<file path="config.mk">
export PLATFORM = sky130hd
export DESIGN_NAME = ifm_axis_word_buffer_flat
export DESIGN_NICKNAME = d
export VERILOG_FILES = /design/src/rtl/ifm_axis_word_buffer_if.sv /design/src/rtl/ifm_axis_word_buffer.sv /design/src/flat_wrapper.sv
export SDC_FILE = /design/constraint.sdc
export NUM_CORES = 2
export LEC_CHECK = 0
export CELL_PAD_IN_SITES_DETAIL_PLACEMENT = 0
export CELL_PAD_IN_SITES_GLOBAL_PLACEMENT = 2
export CORE_ASPECT_RATIO = 1.5
export CORE_UTILIZATION = 40
export CTS_BUF_LIST = sky130_fd_sc_hd__clkbuf_8
export DETAILED_ROUTE_END_ITERATION = 8
export PLACE_DENSITY = 0.74
export SLEW_MARGIN = 20
export SYNTH_ARGS = -nofsm -noshare
export SYNTH_HDL_FRONTEND = slang
export SYNTH_SLANG_ARGS = --single-unit
</file>
<file path="constraint.sdc">
create_clock -name clk -period 36 [get_ports clk]
set_clock_uncertainty 0.2 [all_clocks]
set_input_delay 5.4 -clock clk [delete_from_list [all_inputs] [get_ports clk]]
set_output_delay 5.4 -clock clk [all_outputs]
set_load 0.02 [all_outputs]
</file>
<file path="src/rtl/ifm_axis_word_buffer_if.sv">
// Purpose: bundles the AXIS ingress beat handshake and the parser-side head-word
//          handshake of the IFM word buffer into one port.
// Ports:   s_axis_tdata/tvalid/tlast/tready (DMA side), fm/ifm_read/input_req (parser side).
//          slave = the buffer; master = the DMA + parser pair driving it.
interface ifm_axis_word_buffer_if #(
  parameter int DATA_WIDTH = 512
);
  logic [DATA_WIDTH-1:0] s_axis_tdata;
  logic                  s_axis_tvalid;
  logic                  s_axis_tlast;
  logic                  s_axis_tready;
  logic [DATA_WIDTH-1:0] fm;
  logic                  ifm_read;
  logic                  input_req;

  modport slave (
    input  s_axis_tdata, s_axis_tvalid, s_axis_tlast, input_req,
    output s_axis_tready, fm, ifm_read
  );

  modport master (
    output s_axis_tdata, s_axis_tvalid, s_axis_tlast, input_req,
    input  s_axis_tready, fm, ifm_read
  );
endinterface

</file>
<file path="src/rtl/ifm_axis_word_buffer.sv">
// Purpose: small circular FIFO between the feature-map DMA and the IFM byte-slicing parser,
//          with per-frame control (conv_start arms, tlast closes intake, frame_done on drain).
// Latency: a beat accepted into an empty buffer is on fm/ifm_read the cycle after its edge;
//          after a pop the next word is on fm the cycle after the pop edge.
// Backpressure: s_axis_tready only in RUN and below full, derived from registered state only;
//          a pop at full re-opens tready on the following cycle.
// Ports:   clk, rst (async, active-high); conv_start pulse; bus (slave modport of
//          ifm_axis_word_buffer_if); level, words_popped, frame_done pulse, sticky underflow.
module ifm_axis_word_buffer #(
  parameter int DATA_WIDTH = 512,
  parameter int DEPTH      = 4,
  parameter int ADDR_W     = $clog2(DEPTH),
  parameter int CNT_W      = 16
) (
  input  logic                 clk,
  input  logic                 rst,
  input  logic                 conv_start,
  ifm_axis_word_buffer_if.slave bus,
  output logic [ADDR_W:0]      level,
  output logic [CNT_W-1:0]     words_popped,
  output logic                 frame_done,
  output logic                 underflow
);

  typedef enum logic [1:0] {
    IDLE  = 2'd0,
    RUN   = 2'd1,
    DRAIN = 2'd2
  } state_t;

  localparam logic [ADDR_W:0] FULL_LEVEL = (ADDR_W + 1)'(DEPTH);
  localparam logic [ADDR_W:0] ONE_LEVEL  = (ADDR_W + 1)'(1);

  state_t                state;
  logic [ADDR_W-1:0]     rd_ptr;
  logic [ADDR_W-1:0]     wr_ptr;
  logic [DATA_WIDTH-1:0] mem [DEPTH];

  logic not_empty;
  logic not_full;
  logic push;
  logic pop;

  assign not_empty = (level != '0);
  assign not_full  = (level != FULL_LEVEL);

  // Ready depends only on state and level, never on input_req, so a pop at full
  // re-opens intake one cycle later rather than combinationally.
  assign bus.s_axis_tready = (state == RUN) && not_full;
  assign push              = bus.s_axis_tvalid && bus.s_axis_tready;
  assign pop               = bus.input_req && not_empty;

  // Head word is forced to zero when empty so stale storage never leaks to the parser.
  assign bus.ifm_read = not_empty && (state != IDLE);
  assign bus.fm       = not_empty ? mem[rd_ptr] : '0;

  // Storage is intentionally not reset; level gates every read of it.
  always_ff @(posedge clk) begin
    if (push) begin
      mem[wr_ptr] <= bus.s_axis_tdata;
    end
  end

  always_ff @(posedge clk or posedge rst) begin
    if (rst) begin
      state        <= IDLE;
      rd_ptr       <= '0;
      wr_ptr       <= '0;
      level        <= '0;
      words_popped <= '0;
      frame_done   <= 1'b0;
      underflow    <= 1'b0;
    end else begin
      frame_done <= 1'b0;

      if (push) begin
        wr_ptr <= wr_ptr + 1'b1;
      end
      if (pop) begin
        rd_ptr       <= rd_ptr + 1'b1;
        words_popped <= words_popped + 1'b1;
      end
      if (push && !pop) begin
        level <= level + 1'b1;
      end else if (pop && !push) begin
        level <= level - 1'b1;
      end
      if (bus.input_req && !not_empty) begin
        underflow <= 1'b1;
      end

      case (state)
        IDLE: begin
          // Level is always zero here, so no push/pop can collide with the clear.
          if (conv_start) begin
            state        <= RUN;
            rd_ptr       <= '0;
            wr_ptr       <= '0;
            level        <= '0;
            words_popped <= '0;
            underflow    <= 1'b0;
          end
        end
        RUN: begin
          if (push && bus.s_axis_tlast) begin
            state <= DRAIN;
          end
        end
        DRAIN: begin
          // No pushes in DRAIN, so the pop at level 1 is the last word of the frame.
          if (pop && (level == ONE_LEVEL)) begin
            state      <= IDLE;
            frame_done <= 1'b1;
          end
        end
        default: state <= IDLE;
      endcase
    end
  end

endmodule

</file>
<file path="src/flat_wrapper.sv">
// flat-port wrapper written by rule: the top's interface ports become plain ports
module ifm_axis_word_buffer_flat 
#(
  parameter int DATA_WIDTH = 512,
  parameter int DEPTH      = 4,
  parameter int ADDR_W     = $clog2(DEPTH),
  parameter int CNT_W      = 16
)
  (clk, rst, conv_start, level, words_popped, frame_done, underflow, bus_s_axis_tdata, bus_s_axis_tvalid, bus_s_axis_tlast, bus_input_req, bus_s_axis_tready, bus_fm, bus_ifm_read);
  ifm_axis_word_buffer_if #(.DATA_WIDTH(DATA_WIDTH)) bus_i ();
  input  logic clk;
  input  logic rst;
  input  logic conv_start;
  output logic [ADDR_W:0] level;
  output logic [CNT_W-1:0] words_popped;
  output logic frame_done;
  output logic underflow;
  input wire logic [$bits(bus_i.s_axis_tdata)-1:0] bus_s_axis_tdata;
  input wire logic [$bits(bus_i.s_axis_tvalid)-1:0] bus_s_axis_tvalid;
  input wire logic [$bits(bus_i.s_axis_tlast)-1:0] bus_s_axis_tlast;
  input wire logic [$bits(bus_i.input_req)-1:0] bus_input_req;
  output wire logic [$bits(bus_i.s_axis_tready)-1:0] bus_s_axis_tready;
  output wire logic [$bits(bus_i.fm)-1:0] bus_fm;
  output wire logic [$bits(bus_i.ifm_read)-1:0] bus_ifm_read;
  assign bus_i.s_axis_tdata = bus_s_axis_tdata;
  assign bus_i.s_axis_tvalid = bus_s_axis_tvalid;
  assign bus_i.s_axis_tlast = bus_s_axis_tlast;
  assign bus_i.input_req = bus_input_req;
  assign bus_s_axis_tready = bus_i.s_axis_tready;
  assign bus_fm = bus_i.fm;
  assign bus_ifm_read = bus_i.ifm_read;
  ifm_axis_word_buffer #(.DATA_WIDTH(DATA_WIDTH), .DEPTH(DEPTH), .ADDR_W(ADDR_W), .CNT_W(CNT_W)) u_core (.clk(clk), .rst(rst), .conv_start(conv_start), .bus(bus_i), .level(level), .words_popped(words_popped), .frame_done(frame_done), .underflow(underflow));
endmodule
</file>
==> key figures <==
Outcome
  • Status: complete, no violations

Global route
  • First-pass GRT wire length: 291000 um
  • Antenna violations before repair: 112
  • Largest net degree at the start of global routing: 221
  • GRT Util Overall: 20.5%
  • Vias in the first global route: 41000
  • Grt ovf: 0

Layout
  • Layout net count: 5186
  • Area growth from synthesis to layout: 24.8%
  • Fillcell total: 15700
  • Layout cell share with drive strength beyond 1: 19.8%
  • Final Cell Area: 0.0979 mm2

Synthesis
  • Mean post-synth cell area: 23.0 um2
  • Asr flop ratio synth: 1.30%
  • Top_reg_cell synth: edfxtp_1
  • Syn Nets: 3934
  • Yosys cell types: 40
  • Mapped Area: 0.0785 mm2
  • Synth top area share: 78.4%
  • FF+latch count, synth: 2075
  • Post-synth EDFFs: 2048
  • Synthesis Warnings: 0
  • Yosys top cell by area: edfxtp_1
  • Top post-synthesis cells by area: edfxtp_1 78%, mux4_2 15%, and2_1 4.1%
  • Register area share after synthesis: 79.2%
  • Post-Syn Instances: 3407

Timing
  • Final critical-path share of the clock period: 35.8%
  • Max Slew Vio Count: 0
  • Endpoints failing setup: 0
  • Worst slew pin tran: 1.17 ns
  • PnR worst setup slack: 23.10 ns
  • Setup TNS: 0 ns
  • Min Tclk post-route: 12.90 ns
  • Hold Vio Cnt, Final: 0
  • Top achievable clock speed: 77.5 MHz
  • Hold slack: 0.313 ns
  • RSZ-0062 raised after global routing: false
  • Rel. slew slack: 21.9%

Detailed routing
  • Vias per cell: 5.13
  • Number of routed nets with antenna violations: 0
  • Drt pass-1 iters: 5
  • Avg WL per Cell: 27.3 um
  • First DRT Iteration DRCs: 2616
  • DRC: 0
  • Final wirelength: 206000 um
  • Total number of vias: 38600

Power and ir drop
  • Peak VDD IR: 83.2 uV
  • Overall power: 8.17 mW
  • Leak: 31.2 nW
  • Power Density: 83.5 mW/mm2

Placement
  • Post-placement cell area: 0.0921 mm2
  • Post-DP HPWL: 131000 um
  • DP Worst Slack: 23.54 ns
  • Buffers on Ports: 1052
  • Placer congestion estimate: 0.806

Clock tree
  • Max clock buf depth: 4
  • CTS Hold Bufs: 0
  • CTS tree: yes
  • H-tree Lvls: 5
  • Resize count post-CTS: 0
  • Clock transition at path regs: 0.06 ns
  • Post-CTS Setup Repair Bufs: 0
  • Clock Sinks: 2075
  • Worst-Skew Late Latency: 0.90 ns
  • CTS root buffer: clkbuf_8
  • TritonCTS Buffers: 321

Setup path
  • CP max stage cell: dfrtp_4
  • Worst Setup End Kind: output pin
  • Crit Path Class: reg2out
  • Cell repeated most along the worst path: buf_4
  • Buf/Inv on CP: 6
  • CP max FO: 43
  • Max incr delay on CP: 1.04 ns
  • Setup crit start kind: flop
  • Crit-path cells: buf_4 > buf_4 > buf_4 > buf_4 > buf_4 > mux4_2 > and2_1 > clkdlybuf4s50_1
  • Crit path DAT: 7.30 ns
  • CP top delay family: buffers and inverters
  • Worst EP required: 30.40 ns

Die
  • Die W: 364 um
  • Die Span Y: 544 um
  • Std cell rows: 198
  • IO Pins: 1053
  • Initial Utilization: 40.4%
  • Die area: 0.198 mm2
  • Core ar.: 0.194 mm2

Worst hold path
  • Hold Path Class: reg2reg

Flow run
  • Max Cap Viol: 0
flip-flops by register name, indices dropped and copies added, names as in the netlist:
signal and count:
u_core.underflow 1, u_core.frame_done 1, u_core.mem 2048, u_core.words_popped 16
u_core.wr_ptr 2, u_core.level 3, u_core.state 2, u_core.rd_ptr 2
final timing paths:
| check | to | slack (ns) | cells after the start | from |
|---|---|---|---|---|
| worst max-delay path | bus_fm[351] | 23.10 | 8 | u_core.rd_ptr[0] |
| worst min-delay path | u_core.underflow | 0.31 | 2 | u_core.underflow |
| worst max register to register | u_core.mem[0][358] | 30.32 | 8 | u_core.level[0] |
| worst min register to register | u_core.underflow | 0.31 | 2 | u_core.underflow |
| max in group asynchronous | u_core.rd_ptr[1] | 30.56 | 3 | rst |
| min in group asynchronous | u_core.words_popped[2] | 4.69 | 3 | rst |
area by class of cell:
class / count / area (um2) / share of cell area [%]
sequential: 2075 / 62200 / 63.5
multi-input combinational: 1143 / 15500 / 15.9
timing repair buffer: 1108 / 11100 / 11.3
clock buffer: 326 / 4490 / 4.58
tap: 2600 / 3250 / 3.32
clock inverter: 229 / 1250 / 1.28
antenna: 38 / 95.1 / 0.0971
inverter: 10 / 37.5 / 0.0383
cell families (layout without fill, tap and decap cells):
| group | count (synthesis) | count (layout) | share of synthesized area, % |
|---|---|---|---|
| muxes | 513 | 513 | 14.7 |
| DFF | 2075 | 2075 | 79.2 |
| and+or+nand+nor | 582 | 582 | 4.56 |
| AOI/OAI and AO/OA | 28 | 28 | 0.212 |
| other | 0 | 38 | 0 |
| buffers and inverters | 189 | 1673 | 1.00 |
| xor gates and xnor gates | 11 | 11 | 0.140 |
| adders and majority gates | 9 | 9 | 0.144 |
metrics by stage:
| stage | util (%) | instances |
|---|---|---|
| floorplan | - | 3407 |
| global placement | 47.3 | 6936 |
| detailed placement | 47.3 | 6936 |
| CTS | 50.3 | 7491 |
| global route | 50.3 | 7509 |
| finish | 50.3 | 7529 |
cell usage after synthesis, drive strengths merged, types with 2 or more instances:
| master | instances |
|---|---|
| nand2 | 11 |
| nor3b | 2 |
| ha | 9 |
| nor2 | 16 |
| mux4 | 512 |
| nand3b | 2 |
| or3 | 7 |
| clkbuf | 98 |
| o21ai | 7 |
| buf | 81 |
| xor2 | 4 |
| nand4 | 2 |
| nand3 | 8 |
| nor4 | 2 |
| and2 | 513 |
| nand2b | 3 |
| a21oi | 13 |
| xnor2 | 6 |
| edfxtp | 2048 |
| dfrtp | 27 |
| or4 | 2 |
| inv | 10 |
| o31ai | 2 |
| and3 | 8 |
layer usage:
| layer | vias up | share of wire [%] | track usage, % |
|---|---|---|---|
| met4 | 116 | 2.5 | 6.32 |
| met2 | 1454 | 49 | 33.7 |
| met1 | 20100 | 35 | 22.9 |
| met5 | - | 0.37 | 0 |
| met3 | 415 | 12 | 10.7 |
| li1 | 16600 | - | - |
worst reg2reg max path: cells and delay by family (launching register included):
kind	cells	cell delay [ns]
and+or+nand+nor	2	0.89
DFF	1	0.42
adders and majority gates	1	0.31
buffers and inverters	5	3.41
cell usage in the layout (no fill, tap or decap), types with 4 or more instances in the layout:
cell type        instances
and3_1                   4
and2_1                 513
xor2_1                   4
and3_4                   4
nor2_1                  16
xnor2_1                  6
bufinv_16                8
clkdlybuf4s50_1       1052
inv_6                    5
buf_12                   8
ha_1                     9
nand3_1                  8
dfrtp_1                 25
diode_2                 38
o21ai_0                  7
a21oi_1                 13
clkinv_1                76
inv_1                   96
clkinvlp_4               7
clkbuf_8               326
clkinv_2                38
nand2_1                 11
or3_1                    7
mux4_2                 512
inv_8                    6
edfxtp_1              2048
buf_4                   48
report_power, final:
group          internal, mW  leakage, nW  switching, mW
clock network         0.905         3.26          0.899
registers              2.99         18.9         0.0862
logic                  1.50         9.00           1.79
No activity file was read; power rests on OpenSTA's default activity.
